## src/rtl/moving_average_inverse_pkg.sv

```systemverilog
// Shared constants, FSM state type and saturation helper for the moving-average inverse.
package moving_average_inverse_pkg;

    localparam int SIZE_MAX_WINDOW = 64;
    localparam int SIZE_DATA       = 16;
    localparam int SIZE_SUM        = SIZE_DATA + $clog2(SIZE_MAX_WINDOW);

    typedef enum logic [1:0] {
        ST_IDLE   = 2'd0,
        ST_FILL   = 2'd1,
        ST_STEADY = 2'd2
    } state_t;

    // Clamp a SIZE_SUM+2 bit signed difference into the signed sample range.
    function automatic logic signed [SIZE_DATA-1:0] sat_to_data(
        input logic signed [SIZE_SUM+1:0] d
    );
        logic signed [SIZE_SUM+1:0] hi;
        logic signed [SIZE_SUM+1:0] lo;
        hi = {{(SIZE_SUM+3-SIZE_DATA){1'b0}}, {(SIZE_DATA-1){1'b1}}};
        lo = ~hi;
        if (d > hi) begin
            return {1'b0, {(SIZE_DATA-1){1'b1}}};
        end else if (d < lo) begin
            return {1'b1, {(SIZE_DATA-1){1'b0}}};
        end else begin
            return d[SIZE_DATA-1:0];
        end
    endfunction

endpackage

```

## src/rtl/window_history_buffer.sv

```systemverilog
// Circular history of reconstructed samples: one write port, one combinational read
// port addressed as an offset behind the write pointer.
module window_history_buffer #(
    parameter int DEPTH = 64,
    parameter int WIDTH = 16,
    localparam int PW   = $clog2(DEPTH)
) (
    input  logic             clk,
    input  logic             reset_n,
    input  logic             i_clear,
    input  logic             i_wr_en,
    input  logic [WIDTH-1:0] i_wr_data,
    input  logic [PW-1:0]    i_rd_offset,
    output logic [WIDTH-1:0] o_rd_data
);

    logic [WIDTH-1:0] r_mem [DEPTH];
    logic [PW-1:0]    r_wr_ptr;
    logic [PW-1:0]    w_rd_addr;

    always_ff @(posedge clk or negedge reset_n) begin
        if (!reset_n) begin
            r_wr_ptr <= '0;
        end else if (i_clear) begin
            r_wr_ptr <= '0;
        end else if (i_wr_en) begin
            r_wr_ptr <= (r_wr_ptr == PW'(DEPTH-1)) ? '0 : r_wr_ptr + PW'(1);
        end
    end

    // Contents are deliberately not reset; the FILL phase never reads stale entries.
    always_ff @(posedge clk) begin
        if (i_wr_en) begin
            r_mem[r_wr_ptr] <= i_wr_data;
        end
    end

    assign w_rd_addr = (r_wr_ptr >= i_rd_offset) ? r_wr_ptr - i_rd_offset
                                                 : r_wr_ptr + PW'(DEPTH) - i_rd_offset;
    assign o_rd_data = r_mem[w_rd_addr];

endmodule

```

## src/rtl/moving_average_inverse.sv

```systemverilog
// Recovers raw samples from a full-precision moving sum: x[n] = y[n] - y[n-1] + x[n-W].
// State | meaning: IDLE no history | FILL fewer than W samples seen | STEADY history valid.
module moving_average_inverse #(
    parameter int SIZE_MAX_WINDOW = moving_average_inverse_pkg::SIZE_MAX_WINDOW,
    parameter int SIZE_DATA       = moving_average_inverse_pkg::SIZE_DATA,
    parameter int SIZE_SUM        = SIZE_DATA + $clog2(SIZE_MAX_WINDOW)
) (
    input  logic                                clk,
    input  logic                                reset_n,
    input  logic                                clear,
    input  logic [$clog2(SIZE_MAX_WINDOW):0]    window_size,
    input  logic                                in_valid,
    input  logic signed [SIZE_SUM-1:0]          in_sum,
    output logic                                out_valid,
    output logic signed [SIZE_DATA-1:0]         out_data,
    output logic                                out_error,
    output logic                                busy
);

    import moving_average_inverse_pkg::*;

    localparam int PW = $clog2(SIZE_MAX_WINDOW);
    localparam int WW = PW + 1;
    localparam int DW = SIZE_SUM + 2;
    localparam logic [WW-1:0] W_MAX = WW'(SIZE_MAX_WINDOW);

    state_t                      r_state;
    state_t                      w_next_state;
    logic [WW-1:0]               r_win;
    logic [WW-1:0]               r_fill;
    logic signed [SIZE_SUM-1:0]  r_y_prev;

    logic                        w_accept;
    logic                        w_win_illegal;
    logic [WW-1:0]               w_win_cur;
    logic [WW-1:0]               w_fill_next;
    logic [PW-1:0]               w_rd_offset;
    logic [SIZE_DATA-1:0]        w_rd_data;
    logic [SIZE_DATA-1:0]        w_x_old;
    logic signed [DW-1:0]        w_d;
    logic signed [DW-1:0]        w_sat_ext;
    logic signed [SIZE_DATA-1:0] w_sat;
    logic                        w_ovf;

    // clear takes priority over a coincident sample, which is dropped.
    assign w_accept      = in_valid & ~clear;
    assign w_win_illegal = (window_size == '0) || (window_size > W_MAX);
    assign w_win_cur     = (r_state == ST_IDLE) ? (w_win_illegal ? W_MAX : window_size) : r_win;
    assign w_fill_next   = (r_state == ST_IDLE) ? WW'(1) : r_fill + WW'(1);
    assign w_rd_offset   = (r_win == W_MAX) ? '0 : r_win[PW-1:0];
    assign w_x_old       = (r_state == ST_STEADY) ? w_rd_data : '0;

    assign w_d       = DW'(in_sum) - DW'(r_y_prev) + DW'($signed(w_x_old));
    assign w_sat     = sat_to_data(w_d);
    assign w_sat_ext = DW'(w_sat);
    assign w_ovf     = (w_d != w_sat_ext);

    assign busy = (r_state != ST_IDLE);

    always_ff @(posedge clk or negedge reset_n) begin
        if (!reset_n) begin
            r_state <= ST_IDLE;
        end else begin
            r_state <= w_next_state;
        end
    end

    always_comb begin
        w_next_state = r_state;
        if (clear) begin
            w_next_state = ST_IDLE;
        end else if (w_accept && (r_state != ST_STEADY)) begin
            w_next_state = (w_fill_next == w_win_cur) ? ST_STEADY : ST_FILL;
        end
    end

    always_ff @(posedge clk or negedge reset_n) begin
        if (!reset_n) begin
            r_win     <= '0;
            r_fill    <= '0;
            r_y_prev  <= '0;
            out_valid <= 1'b0;
            out_data  <= '0;
            out_error <= 1'b0;
        end else if (clear) begin
            r_win     <= '0;
            r_fill    <= '0;
            r_y_prev  <= '0;
            out_valid <= 1'b0;
            out_data  <= '0;
            out_error <= 1'b0;
        end else begin
            out_valid <= w_accept;
            if (w_accept) begin
                if (r_state == ST_IDLE) begin
                    r_win <= w_win_cur;
                end
                if (r_state != ST_STEADY) begin
                    r_fill <= w_fill_next;
                end
                r_y_prev <= in_sum;
                out_data <= w_sat;
                if (w_ovf || ((r_state == ST_IDLE) && w_win_illegal)) begin
                    out_error <= 1'b1;
                end
            end
        end
    end

    window_history_buffer #(
        .DEPTH (SIZE_MAX_WINDOW),
        .WIDTH (SIZE_DATA)
    ) u_history (
        .clk         (clk),
        .reset_n     (reset_n),
        .i_clear     (clear),
        .i_wr_en     (w_accept),
        .i_wr_data   (w_sat),
        .i_rd_offset (w_rd_offset),
        .o_rd_data   (w_rd_data)
    );

endmodule

```

## config.mk

```make
export PLATFORM = sky130hd
export DESIGN_NAME = moving_average_inverse
export DESIGN_NICKNAME = d
export VERILOG_FILES = /design/src/rtl/moving_average_inverse_pkg.sv /design/src/rtl/window_history_buffer.sv /design/src/rtl/moving_average_inverse.sv
export SDC_FILE = /design/constraint.sdc
export NUM_CORES = 1
export LEC_CHECK = 0
export CAP_MARGIN = 20
export CORE_MARGIN = 3
export CORE_UTILIZATION = 53
export CTS_CLUSTER_DIAMETER = 30
export DETAILED_ROUTE_END_ITERATION = 8
export PLACE_DENSITY = 0.69
export SLEW_MARGIN = 10
export SYNTH_ARGS = -nofsm -noshare
export SYNTH_HDL_FRONTEND = slang
export SYNTH_HIERARCHICAL = 1
export SYNTH_SLANG_ARGS = --single-unit
```

## constraint.sdc

```tcl
create_clock -name clk -period 9.19 [get_ports clk]
set_input_delay 1.3785 -clock clk [delete_from_list [all_inputs] [get_ports clk]]
set_output_delay 1.3785 -clock clk [all_outputs]
set_load 0.02 [all_outputs]
```

==> results.sh, run 1 <==
export IMPL_cts_setup_buffers=0
export IMPL_num_nets_final=2681
export IMPL_p_leak_nw=19.50
export IMPL_io_pin_count=52
export IMPL_cap_violations=0
export IMPL_grt_pass1_vias=24600
export IMPL_met1_usage=0.3512
export IMPL_tns_ns=0
export IMPL_startpoint_type="register"
export IMPL_antenna_cells=0
export IMPL_cts_buffer_depth=3
export IMPL_fin_crit_sh=0.9373
export IMPL_ff2ff_path_depth=24
export IMPL_clock_skew_ns=0.07159
export IMPL_cts_sinks=1086
export IMPL_clk_latency_ns=0.79
export IMPL_synth_area_top_cells="edfxtp_1, mux4_2, mux2i_1"
export IMPL_whs_path_depth=2
export IMPL_ant_nets=0
export IMPL_ys_warn_count=6
export IMPL_rsz0062_at_grt="no"
export IMPL_via_per_inst=6.084
export IMPL_design_area_sq_um=54860
export IMPL_syn_instance_count=2356
export IMPL_busiest_layer="met2"
export IMPL_setup_viol=0
export IMPL_synth_seq_cells=1086
export IMPL_grt_util_met2=0.4006
export IMPL_crit_type="register to register"
export IMPL_vdd_drop_max_uv=219.2
export IMPL_hold_viol_final=0
export IMPL_hp_class="register to register"
export IMPL_gr_total_overflow=0
export IMPL_fillCellCount=5565
export IMPL_coreArea_sq_um=84350
export IMPL_async_flop_share=0.05709
export IMPL_cts_buffers=193
export IMPL_fin_hold_ws_ns=0.5274
export IMPL_cts_root_buffer="clkbuf_16"
export IMPL_synth_top_area_cell="edfxtp_1"
export IMPL_dr_first_iter_drc_count=2471
export IMPL_setup_slack_ns=0.5759
export IMPL_critical_path_arrival_ns=9.16
export IMPL_synth_distinct_cells=68
export IMPL_cts_tree="built"
export IMPL_htreeDepth=4
export IMPL_multiInputGateArea_sq_um=12250
export IMPL_pre_cts_slack_ns=0.6403
export IMPL_grt_max_degree=68
export IMPL_wl_mm=109.7
export IMPL_syn_area_sq_um=45480
export IMPL_synth_top_cell_area_share=0.6761
export IMPL_grt_usage=0.2501
export IMPL_fp_dieW_um=298.9
export IMPL_synth_flop_cell="edfxtp_1"
export IMPL_placed_area_sq_um=47870
export IMPL_critical_path_required_ns=9.73
export IMPL_cts_reportedPaths_clkPinSlew_ns=0.05
export IMPL_grt_pass1_wl_mm=163.6
export IMPL_die_y_um=298.9
export IMPL_syn_nets=2443
export IMPL_drt_pre_antenna_iters=6
export IMPL_fmax_mhz=116.1
export IMPL_num_rows=106
export IMPL_synth_edf_count=1024
export IMPL_start_util=0.5392
export IMPL_tightest_slew_ns=0.9487
export IMPL_end_kind="register"
export IMPL_grt_antenna_before_repair=3
export IMPL_drive_gt1_frac=0.2772
export IMPL_drv_slew=0
export IMPL_seqCellArea_sq_um=32300
export IMPL_wl_per_cell_um=28.16
export IMPL_avgSynthCellArea_sq_um=19.31
export IMPL_worstPathMaxFanout=45
export IMPL_place_hpwl_mm=63.67
export IMPL_syn_to_final_growth_pct=20.61
export IMPL_power_total_w=0.01507
export IMPL_dieArea_sq_um=89370
export IMPL_drc=0
export IMPL_powerDensity_nw_per_um2=274.7
export IMPL_seq_area_frac_synth=0.7102
export IMPL_finalWorstPathRequiredPeriod_ns=8.614
export IMPL_port_buffers=51
export IMPL_outcome="completed"
export IMPL_postCtsHoldBufs=0
export IMPL_via_count=23690
export IMPL_globalRouteMet3Util=0.04475
export IMPL_gp_congestion=0.8576
export IMPL_slew_headroom=0.3675
[routing by layer]
metal | up-vias | part of all wire
met5 | - | 0
met4 | 0 | 0.027
met3 | 194 | 0.078
met1 | 12430 | 0.40
li1 | 9973 | -
met2 | 1091 | 0.49
[critical path: stages, from the launching register on]
cell and delay, ns:
dfrtp_1 0.78, inv_1 0.21, fa_4 0.97, buf_12 0.27, buf_12 0.30, mux4_2 0.35, mux2i_1 0.43, mux2i_1 0.24
mux2i_1 0.57, mux2i_1 0.15, nand2_1 0.11, fa_1 0.41, inv_1 0.07, ha_1 0.27, nand2_1 0.15, a2111oi_4 0.27
o21ai_1 0.20, and4_4 0.22, or3_1 0.37, nand3b_1 0.21, o31ai_4 0.54, buf_4 0.27, nand2_2 0.10, nand2_2 0.51
buf_12 0.28
[synthesized netlist by cell type (3+ instances only)]
cell type	count
edfxtp_1	1024
mux2i_1	270
mux4_2	256
nor2_1	143
nand2_1	85
inv_1	80
dfrtp_1	62
buf_2	49
a21oi_1	37
buf_6	34
ha_1	31
clkbuf_1	30
fa_1	23
o21ai_0	18
nand3_1	17
xnor2_1	15
xor2_1	15
a211oi_2	14
nand2b_1	11
a31oi_1	10
a211oi_1	9
nand2_2	9
nand4_1	9
nor2b_1	8
a21o_1	6
nor3_1	6
o21ai_1	6
a22oi_1	5
buf_1	5
nor3b_1	5
o211ai_1	5
or3_1	5
and2_1	4
buf_4	4
o21a_1	3
[cell families (layout without fill, tap and decap cells)]
kind of cell             Yosys count  in the layout  share of synthesized area
AND/OR/NAND/NOR                  315            315                    0.03075
adder cells (fa/ha/maj)           54             54                    0.01865
XOR/XNOR                          32             32                   0.006740
multiplexers                     527            527                     0.1864
flip-flops                      1086           1086                     0.7102
buffers and inverters            203            607                    0.02429
AO/OA/AOI/OAI                    139            139                    0.02297
[repair_timing]
| action | 4_1_cts | 5_1_grt |
|---|---|---|
| gates resized for setup | 0 | 1 |
| endpoints found under the hold margin | 0 | 0 |
| endpoints found under the setup margin | 0 | 27 |
[state kept, by name, summed over array words and instances, names as in the netlist]
signal / cells
out_data: 16
out_valid: 1
u_history/r_mem: 1024
r_y_prev: 22
r_fill: 7
out_error: 1
r_win: 7
u_history/r_wr_ptr: 6
r_state: 2
[final timing paths]
check	endpoint	startpoint	slack [ns]
max	u_history/r_mem[6][9]	u_history/r_wr_ptr[1]	0.58
min	out_data[15]	out_data[15]	0.53
max reg2reg	u_history/r_mem[6][9]	u_history/r_wr_ptr[1]	0.58
min reg2reg	out_data[15]	out_data[15]	0.53
max in group asynchronous	out_data[14]	reset_n	7.68
min in group asynchronous	out_data[15]	reset_n	0.80
[power by group]
group / internal (W) / switching, W / leakage, nW
sequential: 0.00582 / 0.0000192 / 9.91
combinational: 0.000604 / 0.00120 / 6.25
clock: 0.00487 / 0.00256 / 3.34
total: 0.0113 / 0.00378 / 19.5
[layout by cell type, fill, tap and decap left out, types with 13 or more instances in the layout]
master / Yosys / final
bufinv_16: 0 / 31
nor2_1: 143 / 141
clkbuf_16: 0 / 194
clkinv_1: 0 / 14
a211oi_2: 14 / 14
clkinv_4: 0 / 19
nand2_2: 9 / 23
dfrtp_1: 62 / 62
ha_1: 31 / 30
inv_1: 80 / 80
o21ai_0: 18 / 18
clkinv_2: 0 / 20
inv_6: 0 / 19
xnor2_1: 15 / 14
clkdlybuf4s50_1: 0 / 48
buf_4: 4 / 90
nand3_1: 17 / 17
a21oi_1: 37 / 37
buf_12: 0 / 20
mux4_2: 256 / 256
xor2_1: 15 / 14
edfxtp_1: 1024 / 1024
nand2_1: 85 / 70
fa_1: 23 / 22
clkinvlp_4: 0 / 13
mux2i_1: 270 / 270
clkbuf_1: 30 / 24
[stage by stage]
step                      utilization  std cells
final                          0.6504       3894
after global routing           0.6504       3894
after CTS                      0.6498       3891
after detailed placement       0.5675       3530
after global placement         0.5670       3528
after floorplan                     -       2356
[area by class of cell]
| cell class | instances | share of cell area |
|---|---|---|
| Multi-Input combinational cell | 1067 | 0.2233 |
| Clock buffer | 225 | 0.09189 |
| Sequential cell | 1086 | 0.5888 |
| Tap cell | 1134 | 0.02586 |
| Clock inverter | 136 | 0.03469 |
| Timing Repair Buffer | 166 | 0.02995 |
| Inverter | 80 | 0.005474 |
(Power assumes the default switching activity.)
==> inputs of run 2 (changes only) <==
--- a/config.mk
+++ b/config.mk
@@ -6,7 +6,7 @@
 export NUM_CORES = 1
 export LEC_CHECK = 0
 export CAP_MARGIN = 20
-export CORE_MARGIN = 3
+export CORE_MARGIN = 2
 export CORE_UTILIZATION = 53
 export CTS_CLUSTER_DIAMETER = 30
 export DETAILED_ROUTE_END_ITERATION = 8
==> run 2 against run 1 <==
  * Register-to-register slack worse by 0.06 ns
  * Core utilization down 0.49 points
  * Highest routed layer is now met5
  * Via count up 1.4%
==> results.sh, run 2 (synthesis results as in run 1) <==
export IMPL_p_leak_nw=19.58
export IMPL_hp_class="register to register"
export IMPL_start_util=0.5342
export IMPL_dieArea_sq_um=88180
export IMPL_finalWorstPathRequiredPeriod_ns=8.675
export IMPL_place_hpwl_mm=64.69
export IMPL_startpoint_type="register"
export IMPL_clock_skew_ns=0.05029
export IMPL_num_rows=107
export IMPL_rsz0062_at_grt="no"
export IMPL_cp_top_family="compound AO/OA/AOI/OAI gates"
export IMPL_pre_cts_slack_ns=0.6444
export IMPL_powerDensity_nw_per_um2=273.1
export IMPL_clk_latency_ns=0.77
export IMPL_fillCellCount=5687
export IMPL_critical_path_required_ns=9.74
export IMPL_cp_common_cell="mux2i_1"
export IMPL_tightest_slew_ns=1.070
export IMPL_utilization=0.6454
export IMPL_critPathMaxStageDelay_ns=0.75
export IMPL_postCtsHoldBufs=0
export IMPL_port_buffers=51
export IMPL_cts_buffers=192
export IMPL_cts_resized_gates=0
export IMPL_drive_gt1_frac=0.2825
export IMPL_fmax_mhz=115.3
export IMPL_hold_viol_final=0
export IMPL_gp_congestion=0.8834
export IMPL_drv_slew=0
export IMPL_via_per_inst=6.108
export IMPL_syn_to_final_growth_pct=20.82
export IMPL_worstPathMaxFanout=31
export IMPL_via_count=24020
export IMPL_ant_nets=0
export IMPL_grt_pass1_vias=24690
export IMPL_cts_reportedPaths_clkPinSlew_ns=0.05
export IMPL_slowest_stage="dfrtp_1"
export IMPL_seqCellArea_sq_um=32300
export IMPL_num_nets_final=2708
export IMPL_final_cell_mix="edfxtp_1, mux2i_1, mux4_2"
export IMPL_setup_viol=0
export IMPL_critical_path_arrival_ns=9.23
export IMPL_reg_top3="u_history/r_mem x1024, r_y_prev x22, out_data x16"
export IMPL_grt_pass1_wl_mm=164.8
export IMPL_tns_ns=0
export IMPL_wl_mm=111.7
export IMPL_end_kind="register"
export IMPL_coreArea_sq_um=85150
export IMPL_grt_antenna_before_repair=2
export IMPL_r2r_slack_ns=0.52
export IMPL_io_pin_count=52
export IMPL_dr_first_iter_drc_count=2450
export IMPL_htreeDepth=4
export IMPL_drt_pre_antenna_iters=6
export IMPL_cts_tree="built"
export IMPL_cts_root_buffer="clkbuf_16"
export IMPL_cp_num_buf_inv=5
export IMPL_cts_sinks=1086
export IMPL_cts_buffer_depth=3
export IMPL_largest_reg_flops=1024
export IMPL_multiInputGateArea_sq_um=12240
export IMPL_setup_slack_ns=0.5154
export IMPL_grt_usage=0.2569
export IMPL_grt_max_degree=66
export IMPL_drc=0
export IMPL_outcome="completed"
export IMPL_slew_headroom=0.2841
export IMPL_fin_crit_sh=0.9439
export IMPL_crit_type="register to register"
export IMPL_fp_dieW_um=296.9
export IMPL_final_common_cell="edfxtp_1"
export IMPL_vdd_drop_max_uv=178.2
export IMPL_wl_per_cell_um=28.40
export IMPL_gr_total_overflow=0
export IMPL_regMostFlops="u_history/r_mem"
export IMPL_die_y_um=296.9
export IMPL_cap_violations=0
export IMPL_cts_setup_buffers=0
-- run 2: changes by cell type in the layout (fill, tap and decap cells not counted), sizes merged --
cell,previous run,this run
clkinv,63,71
clkinvlp,13,16
buf,118,146
bufinv,31,32
clkbuf,225,217
inv,109,103
diode,0,3
-- run 2: worst register-to-register path, cell delays in order, from the launching register on --
cell and delay, ns:
dfrtp_1 0.75, inv_1 0.23, ha_4 0.22, fa_4 0.47, inv_1 0.09, a21o_1 0.12
a21oi_2 0.09, xnor2_4 0.56, buf_4 0.29, mux2i_1 0.68, mux2i_1 0.21, mux2i_1 0.20
nand2_1 0.29, fa_1 0.59, inv_1 0.05, ha_1 0.43, o21ai_0 0.15, o21bai_1 0.44
mux2i_1 0.27, o311ai_1 0.18, a311oi_4 0.40, nand3b_1 0.18, o31ai_4 0.48, nand2_1 0.19
nand2_2 0.49, buf_4 0.43
-- run 2: metal layers --
metal  vias up  GRT usage  share of wire
met5         -          0        0.00014
met4         2    0.09428          0.031
met3       189    0.05632          0.080
met2      1124     0.4148           0.49
met1     12660     0.3470           0.40
li1      10050          -              -
-- run 2: power breakdown --
part / switching, W / leakage (nW) / internal, W
registers: 0.0000222 / 9.91 / 0.00581
logic: 0.00122 / 6.38 / 0.000636
clock network: 0.00248 / 3.28 / 0.00484
-- run 2: area by class of cell --
cell class	count	share of cell area
diodes	3	0.0001366
repair buffers	194	0.03399
clock inverters	142	0.03306
clock buffers	217	0.09084
multi-input cells	1067	0.2227
flip-flops and latches	1086	0.5878
inverters	80	0.005464
well taps	1144	0.02605
-- run 2: worst paths after layout --
check / start / endpoint / cells past startpoint
max: u_history/r_wr_ptr[0] / u_history/r_mem[32][3] / 25
min: r_y_prev[1] / r_y_prev[1] / 2
max reg2reg: u_history/r_wr_ptr[0] / u_history/r_mem[32][3] / 25
min reg2reg: r_y_prev[1] / r_y_prev[1] / 2
max in group asynchronous: reset_n / r_win[3] / 2
min in group asynchronous: reset_n / r_y_prev[16] / 2
-- run 2: through the flow --
| stage | hold WS (ns) | area, sq um | total power, W | instances |
|---|---|---|---|---|
| final | 0.5226 | 54960 | 0.01501 | 3933 |
| after global routing | 0.5493 | 54950 | 0.01545 | 3930 |
| after CTS | 0.5313 | 54940 | 0.01510 | 3929 |
| after detailed placement | 0.5206 | 48130 | 0.007772 | 3570 |
| after global placement | 0.5032 | 48110 | 0.007725 | 3569 |
| after floorplan | 0.4863 | 45480 | 0.007049 | 2356 |
